`src/rtl/tick_divider_pkg.sv`:
```
// Shared constants for the multi-channel tick generator.
package tick_divider_pkg;

    typedef enum logic {
        MODE_PERIODIC = 1'b0,
        MODE_ONESHOT  = 1'b1
    } mode_e;

    localparam int unsigned DEFAULT_WIDTH = 32'd32;

endpackage

```
`src/rtl/tick_divider_ch.sv`:
```
// One tick channel: counts enabled cycles against a loadable period and
// emits a registered tick, a toggling level and a one-shot done flag.
module tick_divider_ch
    import tick_divider_pkg::*;
#(
    parameter int unsigned WIDTH     = DEFAULT_WIDTH,
    parameter int unsigned RESET_DIV = 32'd50_000_000
) (
    input  logic             clk,
    input  logic             rst_n,
    input  logic             en,
    input  logic             restart,
    input  logic             load,
    input  logic [WIDTH-1:0] div_in,
    input  logic             mode,
    output logic             tick,
    output logic             level,
    output logic             done
);

    logic [WIDTH-1:0] cnt_q, cnt_d;
    logic [WIDTH-1:0] div_q, div_d;
    logic             tick_q, tick_d;
    logic             level_q, level_d;
    logic             done_q, done_d;
    logic             terminal_s;

    // Greater-or-equal so a period shrunk below the running count fires at once.
    assign terminal_s = (cnt_q >= div_q);

    // Next-state logic: restart beats everything, load is independent.
    always_comb begin
        cnt_d   = cnt_q;
        div_d   = div_q;
        tick_d  = 1'b0;
        level_d = level_q;
        done_d  = done_q;

        if (load) begin
            div_d = div_in;
        end else begin
            div_d = div_q;
        end

        if (restart) begin
            cnt_d   = {WIDTH{1'b0}};
            level_d = 1'b0;
            done_d  = 1'b0;
        end else if (!en) begin
            cnt_d = cnt_q;
        end else if ((mode == MODE_ONESHOT) && done_q) begin
            cnt_d = {WIDTH{1'b0}};
        end else if (terminal_s) begin
            cnt_d   = {WIDTH{1'b0}};
            tick_d  = 1'b1;
            level_d = ~level_q;
            if (mode == MODE_ONESHOT) begin
                done_d = 1'b1;
            end else begin
                done_d = done_q;
            end
        end else begin
            cnt_d = cnt_q + {{(WIDTH-1){1'b0}}, 1'b1};
        end
    end

    // Channel state registers.
    always_ff @(posedge clk or negedge rst_n) begin
        if (!rst_n) begin
            cnt_q   <= {WIDTH{1'b0}};
            div_q   <= WIDTH'(RESET_DIV);
            tick_q  <= 1'b0;
            level_q <= 1'b0;
            done_q  <= 1'b0;
        end else begin
            cnt_q   <= cnt_d;
            div_q   <= div_d;
            tick_q  <= tick_d;
            level_q <= level_d;
            done_q  <= done_d;
        end
    end

    assign tick  = tick_q;
    assign level = level_q;
    assign done  = done_q;

endmodule

```
`src/rtl/tick_divider.sv`:
```
// Multi-channel programmable tick generator; one independent channel per lane.
module tick_divider
    import tick_divider_pkg::*;
#(
    parameter int unsigned NCH       = 32'd4,
    parameter int unsigned WIDTH     = DEFAULT_WIDTH,
    parameter int unsigned RESET_DIV = 32'd50_000_000
) (
    input  logic                 clk,
    input  logic                 rst_n,
    input  logic [NCH-1:0]       en,
    input  logic [NCH-1:0]       restart,
    input  logic [NCH-1:0]       load,
    input  logic [NCH*WIDTH-1:0] div_in,
    input  logic [NCH-1:0]       mode,
    output logic [NCH-1:0]       tick,
    output logic [NCH-1:0]       level,
    output logic [NCH-1:0]       done
);

    for (genvar i = 0; i < int'(NCH); i++) begin : g_ch
        tick_divider_ch #(
            .WIDTH     (WIDTH),
            .RESET_DIV (RESET_DIV)
        ) u_ch (
            .clk     (clk),
            .rst_n   (rst_n),
            .en      (en[i]),
            .restart (restart[i]),
            .load    (load[i]),
            .div_in  (div_in[i*WIDTH +: WIDTH]),
            .mode    (mode[i]),
            .tick    (tick[i]),
            .level   (level[i]),
            .done    (done[i])
        );
    end

endmodule
```
`config.mk`:
```
export PLATFORM = sky130hd
export DESIGN_NAME = tick_divider
export DESIGN_NICKNAME = d
export VERILOG_FILES = /design/src/rtl/tick_divider_pkg.sv /design/src/rtl/tick_divider_ch.sv /design/src/rtl/tick_divider.sv
export SDC_FILE = /design/constraint.sdc
export NUM_CORES = 1
export LEC_CHECK = 0
export ABC_CLOCK_PERIOD_IN_PS = 5000
export CORE_MARGIN = 4
export CORE_UTILIZATION = 60
export CTS_BUF_LIST = sky130_fd_sc_hd__clkbuf_8
export DETAILED_ROUTE_END_ITERATION = 6
export GPL_ROUTABILITY_DRIVEN = 0
export PLACE_DENSITY = 0.95
export SYNTH_ARGS = -nofsm -noshare
export SYNTH_HDL_FRONTEND = slang
export SYNTH_SLANG_ARGS = --single-unit
```
`constraint.sdc`:
```
create_clock -name clk -period 5 [get_ports clk]
set_clock_uncertainty 0.05 [all_clocks]
set_input_delay 0.75 -clock clk [delete_from_list [all_inputs] [get_ports clk]]
set_output_delay 0.75 -clock clk [all_outputs]
set_load 0.05 [all_outputs]
```
Yosys cells after proc, flatten, opt, wreduce, memory -nomap -nowiden --
Cells that the tools add are included.
Cells by class: add/subtract/negate cells 4, $lt $le $gt $ge 4, equal/unequal tests 4, mux-type cells 68, bitwise gates (word level) 4, reductions and logical operators 24
Operators by type and width (count):
- 32-bit 2-to-1 mux | 16
- 32-bit by 1-bit adder with 32-bit output, second input constant | 4
- 32-bit >= comparator | 4
- 1-bit 2-to-1 mux | 52
- 2-bit nonzero test | 12
- 4-bit AND reduction | 4
- 3-bit AND reduction | 4
- 2-bit inequality test, second input constant | 4
- 1-bit logical AND | 4
- 1-bit inverter | 4
Storage, ports and cells: register bits after elaboration 268, input bits 146, output and inout bits 12, logic and storage cells 128

Depth between registers and ports, before layout --
Gate-level depths: netlist of the first run.
word-level depth 5, gate-level depth with buffers 11, depth with buffers taken out 9

Hierarchy --
A second synthesis of the first run with hierarchy kept.
Second synthesis, totals: cells, all modules 1764, area, all modules 15793.9 sq um
By module, submodules not included:
- tick_divider_ch (g_ch[0].u_ch ...) | instances 2, cells each 446, area an instance 3990.1 sq um, sequential area each 1691.6 sq um
- tick_divider_ch (g_ch[3].u_ch) | instances 1, cells each 446, area an instance 3998.8 sq um, sequential area each 1691.6 sq um
- tick_divider_ch (g_ch[1].u_ch) | instances 1, cells each 426, area an instance 3814.9 sq um, sequential area each 1691.6 sq um

Worst setup path after synthesis of the first run --
OpenSTA, ideal clock, no wires.
kind register -> register, from reg g_ch[3].u_ch.div_q[17], to reg g_ch[3].u_ch.cnt_q[8], setup time 104 ps, arrival 2571 ps, required time 4846 ps, path slack 2275 ps, stages on the path, launching flop included 11, path buffers 1, period minus slack after synthesis 2725 ps, path through dfstp_2 -> inv_1 -> ha_1 -> a21o_1 -> a221o_1 -> a221o_1 -> a211oi_4 -> nand2_2 -> buf_6 -> or3_1 -> o311ai_1
On the way: word-level cells in the longest chain between the ends 5
Ends and longest elaborated chain:
- start: declaration | RTL line tick_divider_ch.sv:22 | logic [WIDTH-1:0] div_q, div_d;
- start signal: assignment | RTL line tick_divider_ch.sv:71 | div_q <= WIDTH'(RESET_DIV);
- start signal: assignment | RTL line tick_divider_ch.sv:77 | div_q <= div_d;
- 32-bit >= comparator | RTL line tick_divider_ch.sv:29 | assign terminal_s = (cnt_q >= div_q);
- 32-bit 2-to-1 mux | RTL line tick_divider_ch.sv:53 | end else if (terminal_s) begin
- 32-bit 2-to-1 mux | RTL line tick_divider_ch.sv:51 | end else if ((mode == MODE_ONESHOT) && done_q) begin
- 32-bit 2-to-1 mux | RTL line tick_divider_ch.sv:49 | end else if (!en) begin
- 32-bit 2-to-1 mux | RTL line tick_divider_ch.sv:45 | if (restart) begin
- end signal: assignment | RTL line tick_divider_ch.sv:70 | cnt_q <= {WIDTH{1'b0}};
- end signal: assignment | RTL line tick_divider_ch.sv:76 | cnt_q <= cnt_d;
- end: declaration | RTL line tick_divider_ch.sv:21 | logic [WIDTH-1:0] cnt_q, cnt_d;
No other way between the ends. The select of a mux whose other input is x is not followed. A chain may end at the register's enable or synchronous reset.

Final worst setup path of the first run --
from reg g_ch[3].u_ch.div_q[17], to reg g_ch[3].u_ch.cnt_q[29]
Same word-level chain as after synthesis.

==> results of run 1 <==
[Yosys cell counts, types with 40 or more instances]
cell type and n:
a21oi_1 102, a31oi_1 65, clkbuf_1 52, dfrtp_1 220, dfstp_2 48, ha_1 132
inv_1 144, nand2_1 260, nand3_1 69, nand4_1 40, nor2_1 66, o21ai_0 178
[cells in the final DEF (no fill, tap or decap), types with 5 or more instances in the layout]
master / n
nand3_1: 69
a211oi_1: 8
or3_1: 6
nor4_1: 13
and2_1: 12
buf_4: 7
a21oi_1: 102
a221o_1: 6
clkbuf_8: 65
nand2b_1: 25
nor2b_1: 7
a41oi_1: 14
and4_1: 10
o31ai_1: 17
mux2i_1: 5
clkdlybuf4s50_1: 152
inv_1: 158
dfstp_2: 48
mux2_2: 10
nand2_1: 260
nand4_1: 40
ha_1: 132
and3_1: 29
nor4b_1: 8
a21o_1: 33
nor2_1: 66
or2_2: 10
dfrtp_1: 220
a22o_1: 19
o21a_1: 7
a31oi_1: 64
o21ai_0: 178
nor3_1: 32
[worst paths after layout]
path	start	to	slack [ns]	cells after the start
max	g_ch[3].u_ch.div_q[17]$_DFFE_PN1P_	g_ch[3].u_ch.cnt_q[29]$_DFFE_PN0N_	1.40	9
min	rst_n	g_ch[0].u_ch.div_q[31]$_DFFE_PN0P_	0.16	1
max reg2reg	g_ch[3].u_ch.div_q[17]$_DFFE_PN1P_	g_ch[3].u_ch.cnt_q[29]$_DFFE_PN0N_	1.40	9
min reg2reg	g_ch[0].u_ch.cnt_q[31]$_DFFE_PN0N_	g_ch[0].u_ch.cnt_q[31]$_DFFE_PN0N_	0.46	1
max in group asynchronous	rst_n	g_ch[0].u_ch.cnt_q[6]$_DFFE_PN0N_	3.52	2
min in group clk	g_ch[0].u_ch.cnt_q[31]$_DFFE_PN0N_	g_ch[0].u_ch.cnt_q[31]$_DFFE_PN0N_	0.46	1
[worst register-to-register path, stage by stage, from the launching register on]
cell,delay (ns)
dfstp_2,0.51
inv_1,0.05
ha_1,0.34
a21o_1,0.20
a221o_1,0.33
a221o_1,0.35
a211oi_4,0.32
nand2_2,0.51
nor2_1,0.63
a221o_1,0.25
[power groups by stage]
stage | registers [mW] | clock network (mW) | logic, mW
2_1_floorplan | 2.37 | 0 | 0.326
3_3_place_gp | 2.38 | 0 | 0.539
3_5_place_dp | 2.38 | 0 | 0.575
4_1_cts | 2.35 | 2.26 | 0.587
5_1_grt | 2.36 | 2.37 | 0.665
6_report | 2.35 | 2.23 | 0.584
[area by class of cell]
| cell class | count | area [sq um] | area share |
|---|---|---|---|
| multi-input combinational | 1235 | 7760 | 0.427 |
| sequential | 268 | 6770 | 0.372 |
| timing repair buffer | 165 | 1630 | 0.0897 |
| clock buffer | 65 | 895 | 0.0492 |
| inverter | 144 | 541 | 0.0297 |
| tap | 330 | 413 | 0.0227 |
| clock inverter | 21 | 166 | 0.00916 |
| antenna | 1 | 2.50 | 0.000138 |
[cells by family after synthesis]
group | synth area share
AND/OR/NAND/NOR | 0.189
AO/OA/AOI/OAI | 0.192
flip-flops | 0.438
buffers and inverters | 0.0613
adder cells (fa/ha/maj) | 0.107
multiplexers | 0.0105
XOR/XNOR | 0.00340
[per-stage QoR]
| step | setup WS (ns) | instance area (sq um) | power [mW] |
|---|---|---|---|
| after floorplan | 2.28 | 15500 | 2.70 |
| after global placement | 1.61 | 17100 | 2.92 |
| after detailed placement | 1.45 | 17100 | 2.96 |
| after CTS | 1.43 | 18200 | 5.20 |
| after global routing | 1.23 | 18200 | 5.39 |
| final | 1.40 | 18200 | 5.16 |
[state kept, by name, summed over array words and instances, names as in the netlist]
register	cells
g_ch.u_ch.cnt_q	128
g_ch.u_ch.div_q	128
g_ch.u_ch.done	4
g_ch.u_ch.level	4
g_ch.u_ch.tick	4
[metal layers]
layer,GRT usage,vias to the layer above
li1,-,6418
met1,0.337,6525
met2,0.442,507
met3,0.0432,99
met4,0.0935,0
met5,0,-
==> flow_metrics.tcl, run 1 <==
set metrics [dict create \
    wl_per_cell_microns 16.8 \
    cts_setup_buffers 0 \
    post_cts_resize_count 0 \
    port-buffer-count 157 \
    cp_num_buf_inv 1 \
    cp_slowest_stage_delay_ns 0.61 \
    io_pins 158 \
    clkPwrFrac 0.432 \
    crit_path_start_kind "register" \
    drc_errors 0 \
    core_sq_mm 0.0253 \
    status "completed" \
    clockBufferDepth 3 \
    tightest_slew_ns 1.23 \
    whs_ns 0.161 \
    grt_util_all_layers 0.259 \
    first_iter_violations 1226 \
    routed-via-count 13500 \
    peakVddDrop_uv 280 \
    hold_path.class "input port to async pin" \
    fill_cells 1715 \
    required_ns 5.42 \
    grt_pass1_wl_microns 63400 \
    final_hold_viol_count 0 \
    nets 2138 \
    drive_gt1_frac 0.0885 \
    overflow 0 \
    syn_area_sq_mm 0.0155 \
    h-tree-depth 2 \
    viasPerCell 6.08 \
    grt_max_degree 110 \
    insertion_delay_ns 0.55 \
    wirelength_microns 37400 \
    fp.dieW_microns 169 \
    die_h_microns 169 \
    fin_setup_tns_ns 0 \
    syn_inst 1729 \
    synth_cell_type_count 64 \
    async_flop_share 1.00 \
    dieArea_sq_mm 0.0284 \
    cts_buffers 46 \
    drv_slew 0 \
    fin_crit_ns 3.60 \
    cts.clk_slew.worst_paths_ns 0.06 \
    cap_violations 0 \
    crit_arrival_ns 4.03 \
    total_leakage_power_nw 8.51 \
    antenna_found_initial 1 \
    path_common_cell "a221o_1" \
    crit_chain "inv_1, ha_1, a21o_1, a221o_1, a221o_1, a211oi_4, nand2_2, nor2_1, a221o_1" \
    fin_util 0.720 \
    dr.pass1.iters 7 \
    ys_top_cells_by_area "dfrtp_1 (36%), ha_1 (11%), dfstp_2 (8.2%)" \
    yosys_warnings 0 \
    cts.sinks 268 \
    syn-num-nets 2007 \
    yosys_register_bits 268 \
    crit_type "register to register" \
    synth-edff-count 0 \
    relSlewSlack 0.176 \
    rsz0062_at_grt "no" \
    crit_path_max_fanout 42 \
    p_int_mw 3.85 \
    fmax_mhz 278 \
    ctsHoldBuffers 0 \
    cts_tree "yes" \
    cp_slowest_cell "nor2_1" \
    std_cell_rows 58 \
    top_layer "met4" \
    met2_length_microns 18600 \
    seqPwrFrac 0.455 \
    dp_hpwl_microns 25600 \
    grt_pass1_vias 13700 \
    synth_flop_cell "dfrtp_1" \
    drtAntennaViolNets 0 \
    setup_viol 0 \
    p_comb_frac 0.113 \
    synth_largest_area_cell "dfrtp_1" \
    swShare 0.253 \
    cp-end-kind "register" \
    syn2layout_area_growth_pct 17.5 \
    m1WireLength_microns 15500 \
    p_sw_mw 1.30 \
    wl_met3_microns 2340 \
    finalNonFillerCells 2229 \
    avgSynthCellArea_sq_um 8.94 \
    dp_cells 2142 \
    ys_seq_area_frac 0.438 \
    period_share 0.721 \
    cts_root_buffer "clkbuf_8" \
    start_util 0.612 \
    synth_top_area_share 0.356 \
    p_per_area_mw_per_mm2 284 \
    cp_top_family "compound AO/OA/AOI/OAI gates" \
]
No activity file was read; power rests on OpenSTA's default activity.
==> run 2: changes to the inputs <==
Settings changed: ABC_CLOCK_PERIOD_IN_PS 5000 to 2890, CORE_UTILIZATION 60 to 54, PLACE_DENSITY 0.95 to 0.9.
Clock period 5 ns to 2.89 ns, I/O delays scaled along.
==> run 2 against run 1 <==
Effect of this change:
- the run now ends with negative setup slack left
- final cell count is 4.0% higher
- total power is 70% higher
- via count is 1.7% higher
- global-route usage is 2.6 points lower
- count of clock-buffer cells in the layout is 2 lower
- cell area is 3.6% higher
- highest routed layer unchanged
- sequential cell count stayed put
- non-clock buffer count is 42 higher
- register-to-register slack worse by 1.4 ns
- sequential share of layout area is 1.3 points lower
- core utilization is 4.8 points lower
- critical path type unchanged
==> flow_metrics.tcl, run 2 (same netlist as run 1, synthesis figures left out) <==
set metrics [dict create \
    port-buffer-count 157 \
    most-common-layout-cells "nand2_1 (260), dfrtp_1 (220), o21ai_0 (174)" \
    tightest_slew_ns 0.780 \
    dr.pass1.iters 6 \
    final_hold_viol_count 0 \
    wirelength_microns 38400 \
    std_cell_rows 61 \
    antenna_found_initial 0 \
    drv_slew 0 \
    cts.clk_slew.worst_paths_ns 0.07 \
    die_h_microns 177 \
    largestRegisters "g_ch.u_ch.cnt_q (128), g_ch.u_ch.div_q (128)" \
    dp_hpwl_microns 26400 \
    start_util 0.552 \
    grt_pass1_wl_microns 62300 \
    total_leakage_power_nw 8.77 \
    wl_per_cell_microns 16.6 \
    cts_tree "yes" \
    fin_util 0.672 \
    setup_viol 3 \
    fin_crit_ns 2.92 \
    met2_length_microns 19000 \
    overflow 0 \
    p_per_area_mw_per_mm2 465 \
    cap_violations 0 \
    cp-end-kind "register" \
    required_ns 3.30 \
    cts_buffers 47 \
    nets 2181 \
    crit_arrival_ns 3.33 \
    syn2layout_area_growth_pct 21.7 \
    swShare 0.259 \
    dpl-instance-area_sq_mm 0.0175 \
    fin_setup_tns_ns -0.0491 \
    total_power_mw 8.75 \
    fp.dieW_microns 177 \
    drc_errors 0 \
    dp_cells 2223 \
    top_layer "met4" \
    core_sq_mm 0.0280 \
    relSlewSlack 0.478 \
    p_sw_mw 2.27 \
    drive_gt1_frac 0.118 \
    fin_ws_ns -0.0311 \
    dieArea_sq_mm 0.0314 \
    routed-via-count 13800 \
    layout_commonest_cell "nand2_1" \
    insertion_delay_ns 0.54 \
    seqPwrFrac 0.464 \
    status "finished, violations left" \
    hold_path.class "input port to register" \
    violations "negative setup slack" \
    fmax_mhz 342 \
    period_share 1.01 \
    crit_path_start_kind "register" \
    h-tree-depth 2 \
    finalNonFillerCells 2319 \
    crit_type "register to register" \
    cts_root_buffer "clkbuf_8" \
    grt_max_degree 72 \
    wl_met3_microns 2520 \
    final_cell_area_sq_mm 0.0188 \
    crit_path_max_fanout 20 \
    m1WireLength_microns 15900 \
    first_iter_violations 1392 \
    peakVddDrop_uv 375 \
    io_pins 158 \
    grt_util_all_layers 0.234 \
    p_comb_frac 0.125 \
    viasPerCell 5.94 \
    clockBufferDepth 3 \
    pre_cts_ws_ns -0.0245 \
    drtAntennaViolNets 0 \
    cts.sinks 268 \
    grt_pass1_vias 13500 \
    clkPwrFrac 0.411 \
    diodes 0 \
    p_int_mw 6.49 \
    whs_ns 0.306 \
]
-- run 2: changes by cell type in the layout (fill, tap and decap cells not counted), sizes merged --
cell,before,now
buf,13,50
bufinv,3,1
clkbuf,65,67
clkinv,4,5
clkinvlp,0,1
diode,1,0
dlygate4sd3,0,1
inv,158,161
-- run 2: power by group through the flow --
stage / Clock [mW] / Combinational [mW] / Sequential (mW)
detailed placement: 0 / 1.03 / 4.12
finish: 3.60 / 1.10 / 4.06
global route: 3.86 / 1.23 / 4.08
floorplan: 0 / 0.563 / 4.10
global placement: 0 / 0.980 / 4.11
CTS: 3.67 / 1.05 / 4.06
-- run 2: final timing paths --
kind                       slack, ns                                 end  depth (start not counted)                          startpoint
setup / recovery               -0.03   g_ch[3].u_ch.cnt_q[7]$_DFFE_PN0N_                         10  g_ch[3].u_ch.div_q[17]$_DFFE_PN1P_
setup reg to reg               -0.03   g_ch[3].u_ch.cnt_q[7]$_DFFE_PN0N_                         10  g_ch[3].u_ch.div_q[17]$_DFFE_PN1P_
min in group asynchronous       0.41   g_ch[0].u_ch.div_q[2]$_DFFE_PN0P_                          2                               rst_n
hold / removal                  0.31  g_ch[2].u_ch.div_q[25]$_DFFE_PN1P_                          3                             load[2]
max in group asynchronous       1.59  g_ch[1].u_ch.div_q[15]$_DFFE_PN1P_                          3                               rst_n
hold reg to reg                 0.46  g_ch[0].u_ch.div_q[25]$_DFFE_PN1P_                          2  g_ch[0].u_ch.div_q[25]$_DFFE_PN1P_
-- run 2: final cells by class --
cell class	count	area, sq um
clock buffers	63	867
clock inverters	24	126
fillers	2048	9190
inverters	144	541
multi-input cells	1235	7930
flip-flops and latches	268	6770
well taps	378	473
repair buffers	207	2120
-- run 2: per-layer routing --
metal	vias up	track usage
met5	-	0
met3	93	0.0382
met2	574	0.409
li1	6514	-
met1	6598	0.298
met4	0	0.0758
-- run 2: worst max-delay path: stages (launching register included) --
cell and delay, ns:
dfstp_2 0.52, inv_1 0.06, ha_4 0.21, a21o_1 0.17
a221o_1 0.33, a221o_1 0.37, a211oi_4 0.29, nand2_4 0.16
clkbuf_16 0.23, o31ai_1 0.29, a21o_1 0.16
-- run 2: what timing repair did --
item                       in CTS  in global routing
pin swaps                       3                 16
buffers inserted                1                  3
setup endpoints to repair       8                 55
hold buffers                    1                  0
resized for setup               1                 33
hold endpoints to repair       52                  0
gates cloned                    0                  4
